--- config.mk ---
export PLATFORM = sky130hd
export DESIGN_NAME = mult_8_booth
export DESIGN_NICKNAME = d
export VERILOG_FILES = /design/src/rtl/mult_8_booth_pkg.sv /design/src/rtl/mult_8_booth_addsub.sv /design/src/rtl/mult_8_booth.sv
export SDC_FILE = /design/constraint.sdc
export NUM_CORES = 1
export LEC_CHECK = 0
export CAP_MARGIN = 0
export CELL_PAD_IN_SITES_DETAIL_PLACEMENT = 0
export CELL_PAD_IN_SITES_GLOBAL_PLACEMENT = 1
export CORE_ASPECT_RATIO = 0.7
export CORE_MARGIN = 2
export CORE_UTILIZATION = 37
export CTS_CLUSTER_DIAMETER = 200
export DETAILED_ROUTE_END_ITERATION = 8
export GPL_TIMING_DRIVEN = 0
export MAX_ROUTING_LAYER = met4
export PLACE_DENSITY = 0.81
export RECOVER_POWER = 100
export SYNTH_ARGS = -nofsm -noshare
export SYNTH_HDL_FRONTEND = slang
export SYNTH_SLANG_ARGS = --single-unit
--- constraint.sdc ---
create_clock -name clock -period 2.6 [get_ports clock]
set_clock_uncertainty 0.15 [all_clocks]
set_input_delay 0.39 -clock clock [delete_from_list [all_inputs] [get_ports clock]]
set_output_delay 0.39 -clock clock [all_outputs]
set_load 0.005 [all_outputs]
--- src/rtl/mult_8_booth_pkg.sv ---
// rtl/mult_8_booth_pkg.sv - shared arithmetic definitions for the ALU blocks
package mult_8_booth_pkg;

  // Sequencer states for the iterative multiplier
  typedef enum logic [1:0] {
    ST_IDLE = 2'b00,
    ST_RUN  = 2'b01,
    ST_DONE = 2'b10
  } booth_state_t;

  // Number of radix-2 Booth steps for an 8-bit operand
  localparam int BOOTH_ITERATIONS = 8;

endpackage

--- src/rtl/mult_8_booth_addsub.sv ---
// rtl/mult_8_booth_addsub.sv - accumulator add/subtract for the Booth step
module booth_addsub_9 #(
  parameter int W = 9
) (
  input  logic [W-1:0] a,
  input  logic [W-1:0] b,
  input  logic         sub,
  output logic [W-1:0] s
);

  // Subtract is a + ~b + 1; the result wraps modulo 2^W
  assign s = a + (sub ? ~b : b) + {{(W-1){1'b0}}, sub};

endmodule

--- src/rtl/mult_8_booth.sv ---
// rtl/mult_8_booth.sv - radix-2 Booth iterative signed multiplier
module mult_8_booth
  import mult_8_booth_pkg::*;
#(
  parameter int WIDTH = BOOTH_ITERATIONS
) (
  input  logic               clock,
  input  logic               reset,
  input  logic               start,
  input  logic [WIDTH-1:0]   multiplicand,
  input  logic [WIDTH-1:0]   multiplier,
  output logic [2*WIDTH-1:0] product,
  output logic               busy,
  output logic               ready,
  output logic               ovf
);

  // One guard bit in the accumulator keeps -M representable when M is the most negative value
  localparam int ACC_W = WIDTH + 1;
  localparam int CNT_W = $clog2(WIDTH + 1);
  localparam logic [CNT_W-1:0] LAST_COUNT = CNT_W'(WIDTH - 1);

  booth_state_t state_q, state_d;

  logic [ACC_W-1:0]   a_reg;
  logic [WIDTH-1:0]   q_reg;
  logic               q_m1;
  logic [WIDTH-1:0]   m_reg;
  logic [CNT_W-1:0]   count;

  logic               do_add;
  logic               do_sub;
  logic [ACC_W-1:0]   m_ext;
  logic [ACC_W-1:0]   sum;
  logic [ACC_W-1:0]   a_step;
  logic [ACC_W-1:0]   a_shift;
  logic [WIDTH-1:0]   q_shift;
  logic [2*WIDTH-1:0] prod_next;
  logic               ovf_next;
  logic               last_step;

  assign m_ext     = {m_reg[WIDTH-1], m_reg};
  assign last_step = (count == LAST_COUNT);

  // Decode the Booth pair {Q0, Q-1} into add / subtract / hold
  always_comb begin
    do_add = 1'b0;
    do_sub = 1'b0;
    case ({q_reg[0], q_m1})
      2'b01:   do_add = 1'b1;
      2'b10:   do_sub = 1'b1;
      default: ;
    endcase
  end

  booth_addsub_9 #(.W(ACC_W)) u_addsub (
    .a   (a_reg),
    .b   (m_ext),
    .sub (do_sub),
    .s   (sum)
  );

  // Apply the selected step, then arithmetic-shift {A,Q,Q-1} right by one
  always_comb begin
    a_step    = (do_add || do_sub) ? sum : a_reg;
    a_shift   = {a_step[ACC_W-1], a_step[ACC_W-1:1]};
    q_shift   = {a_step[0], q_reg[WIDTH-1:1]};
    prod_next = {a_shift[WIDTH-1:0], q_shift};
    ovf_next  = !((&prod_next[2*WIDTH-1:WIDTH-1]) || (~|prod_next[2*WIDTH-1:WIDTH-1]));
  end

  // Next-state logic: IDLE waits for start, RUN counts WIDTH steps, DONE lasts one cycle
  always_comb begin
    state_d = state_q;
    case (state_q)
      ST_IDLE: if (start) state_d = ST_RUN;
      ST_RUN:  if (last_step) state_d = ST_DONE;
      ST_DONE: state_d = ST_IDLE;
      default: state_d = ST_IDLE;
    endcase
  end

  // State register
  always_ff @(posedge clock) begin
    if (reset) state_q <= ST_IDLE;
    else       state_q <= state_d;
  end

  // Datapath and registered status outputs; operands are captured only when a multiply starts
  always_ff @(posedge clock) begin
    if (reset) begin
      a_reg   <= '0;
      q_reg   <= '0;
      q_m1    <= 1'b0;
      m_reg   <= '0;
      count   <= '0;
      product <= '0;
      ovf     <= 1'b0;
      busy    <= 1'b0;
      ready   <= 1'b0;
    end else begin
      busy  <= (state_d == ST_RUN);
      ready <= (state_d == ST_DONE);
      case (state_q)
        ST_IDLE: begin
          if (start) begin
            a_reg <= '0;
            q_reg <= multiplier;
            q_m1  <= 1'b0;
            m_reg <= multiplicand;
            count <= '0;
          end
        end
        ST_RUN: begin
          a_reg <= a_shift;
          q_reg <= q_shift;
          q_m1  <= q_reg[0];
          count <= count + 1'b1;
          if (last_step) begin
            product <= prod_next;
            ovf     <= ovf_next;
          end
        end
        default: ;
      endcase
    end
  end

endmodule

==> impl_results.md <==
* FF-to-FF Start: q_m1
* Worst-path fanout max at 7
* CTS Buf Count at 5
* Io pins at 38
* Die Footprint at 0.00783 sq mm
* Mapped cell area at 0.00264 sq mm
* Syn avg cell area at 8.38 sq um
* Area grow syn2layout at 30.2%
* Largest area contributor in the netlist: dfxtp_1
* Initial antenna violation count at 0
* Dpl ws at -0.399 ns
* Port bufs at 36
* Comb pwr share at 26.3%
* Compound-gate portion of the synthesized area at 20.6%
* Power Dens Cells at 551 mW/mm^2
* Post-Synth Adder-Cell Area at 5.50%
* First drt pass iteration count at 4
* Total negative slack at -0.216 ns
* Synth warn at 0
* Post-Syn Nets at 345
* Net switching power at 0.559 mW
* Pins Over Slew Limit at 0
* Clock Path Buffers at 2
* Post-synth top area share at 37.9%
* DR iter-0 viols at 145
* Crit Path Category: flop to flop
* CTS tree: built
* Overflow after GRT at 0
* Fmax achieved at 0.357 GHz
* Final Wtd Congestion at 0.818
* Worst Hold Margin at 0.303 ns
* Layout fillers at 686
* Total GRT Usage at 19.6%
* Net count reported at finish at 400
* Netlist cell types at 52
* Simple-gate share of the synthesized area at 23.0%
* Xor and xnor area share after synthesis at 2.99%
* Final worst slack at -0.201 ns
* Global-route wire length before repair at 11.6 mm
* Int Pwr at 1.33 mW
* Root Driver: clkbuf_8
* Arr. time, crit path at 2.84 ns
* Final setup fails at 3
* Die H at 74.7 microns
* Max-slew headroom at 56.2%
* DRC viols at 0
* Routed length per instance at 15.5 microns
* Row count at 25
* Failing checks: negative setup slack
* HPWL Detailed at 5.19 mm
* Worst vdd ir at 0.212 mV
* Max reg flops at 16
* Core box area at 0.00682 sq mm
* Mux share of post-synthesis cell area at 4.22%
* Synth async-reset ratio at 0%
* Total Wirelength at 7.18 mm
* Startpoint types: flop
* Top reg by flops: product
* Share of cells above drive strength 1 at 13.5%
* Fin crit period at 2.80 ns
* Final Hold Viols at 0
* Gate Count Post-Synth at 315
* Number of synthesized flops with an enable pin at 0
* Main combinational cell family by area after synthesis: simple AND/OR/NAND/NOR gates
* Htree depth at 2
* Max cap viols at 0
* Hold_buf cts at 0
* Largest net degree at the start of global routing at 15
* Vias in the first global route at 2277
* RSZ-0062 raised after global routing: yes
* Hold_sp: product[2]
* Top FF cell, synth: dfxtp_1
* Final period utilization at 108%
* Die Wd at 105 microns
* Outcome: finished, violations left
* Hold WC Path Type: flop to flop
* Post-synth top cells: nor2_1, dfxtp_1, nand2_1
* Vias/cell at 5.27
* Clock group share of total power at 30.3%
* Leakage at 1.38 nW
* Clock transition at the registers of the reported paths at 0.09 ns
* CP Capture Type: flop
* Most common cell in the netlist: nor2_1
* DR vias at 2443
* Top cells by area in the synthesized netlist: dfxtp_1, nor2_1, a21oi_1
* # clock sinks at 50
* Initial Utilization at 38.7%
* Synth Register Bits at 50
* Routed Antenna Nets at 0
* Post-synthesis sequential area ratio at 37.9%
* Sw frac at 29.6%
* Req. time, crit path at 2.63 ns
* Seq pwr share at 43.4%
* Worst skew pair latency at 0.30 ns
* ANT cells at 0
* Worst-Margin Slew at 0.657 ns
* Worst Setup SP: q_m1
[through the flow]
stage | total power, mW | cells | util [%] | area [sq um]
2_1_floorplan | 1.14 | 315 | - | 2670
3_3_place_gp | 1.25 | 445 | 46.2 | 3150
3_5_place_dp | 1.26 | 445 | 46.2 | 3150
4_1_cts | 1.88 | 462 | 50.3 | 3430
5_1_grt | 1.98 | 464 | 50.4 | 3430
6_report | 1.89 | 464 | 50.4 | 3430
[cells by family after synthesis]
family          Yosys count
flops                    50
xor+xnor                  9
mux                      11
fa+ha+maj                11
compound gates           74
simple gates            128
buf+inv                  32
[worst paths after layout]
path                                   end  slack (ns)  depth (start not counted)
worst max-delay path                   ovf       -0.20                         12
worst min-delay path            product[2]        0.30                          2
worst max register to register         ovf       -0.20                         12
worst min register to register  product[2]        0.30                          2
[critical path, stage by stage (launching register included)]
cell	delay, ns
dfxtp_2	0.34
inv_2	0.04
ha_4	0.21
xor2_1	0.16
ha_1	0.32
buf_6	0.13
buf_6	0.10
nand4_1	0.14
o22ai_4	0.20
mux2i_2	0.31
nand4b_1	0.20
nor4b_4	0.30
o41ai_2	0.08
[routing by layer]
layer | vias up | global-route usage, % | part of all wire, %
met5 | - | - | 0
met4 | 0 | 4.30 | 0.61
met3 | 6 | 3.64 | 6.6
met2 | 77 | 28.8 | 41
met1 | 1146 | 28.2 | 52
li1 | 1214 | - | -
[power by group through the flow]
stage / registers, mW / clock network (mW) / logic, mW
3_3_place_gp: 0.836 / 0 / 0.413
5_1_grt: 0.826 / 0.617 / 0.542
4_1_cts: 0.820 / 0.579 / 0.484
2_1_floorplan: 0.830 / 0 / 0.310
3_5_place_dp: 0.836 / 0 / 0.420
6_report: 0.821 / 0.574 / 0.496
[cells in the final DEF, fill, tap and decap left out, drive strengths merged, types with 4 or more instances in the layout]
| master | Yosys | layout |
|---|---|---|
| ha | 10 | 10 |
| nand2b | 8 | 8 |
| clkbuf | 14 | 22 |
| inv | 11 | 11 |
| a21oi | 27 | 27 |
| a22oi | 9 | 9 |
| nand2 | 28 | 28 |
| nand3 | 6 | 6 |
| a211oi | 14 | 14 |
| nor2b | 5 | 5 |
| dfxtp | 50 | 50 |
| o21ai | 4 | 4 |
| xor2 | 7 | 7 |
| nor3 | 4 | 4 |
| dlygate4sd3 | 0 | 20 |
| mux2i | 10 | 10 |
| clkdlybuf4s50 | 0 | 16 |
| nor2 | 58 | 58 |
| buf | 7 | 17 |
[what timing repair did]
item,4_1_cts,5_1_grt
setup buffers,10,3
pin swaps,16,11
gates resized for setup,20,4
setup endpoints to repair,8,11
endpoints found under the hold margin,0,0
[area by class of cell]
class / instances / area, sq um / share of cell area [%]
plain buffers: 20 / 98.8 / 2.88
repair buffers: 49 / 462 / 13.4
flip-flops and latches: 50 / 1000 / 29.3
well taps: 94 / 118 / 3.42
inverters: 11 / 41.3 / 1.20
clock buffers: 6 / 82.6 / 2.40
clock inverters: 1 / 30.0 / 0.874
multi-input cells: 233 / 1600 / 46.5
No activity file was read; power rests on OpenSTA's default activity.
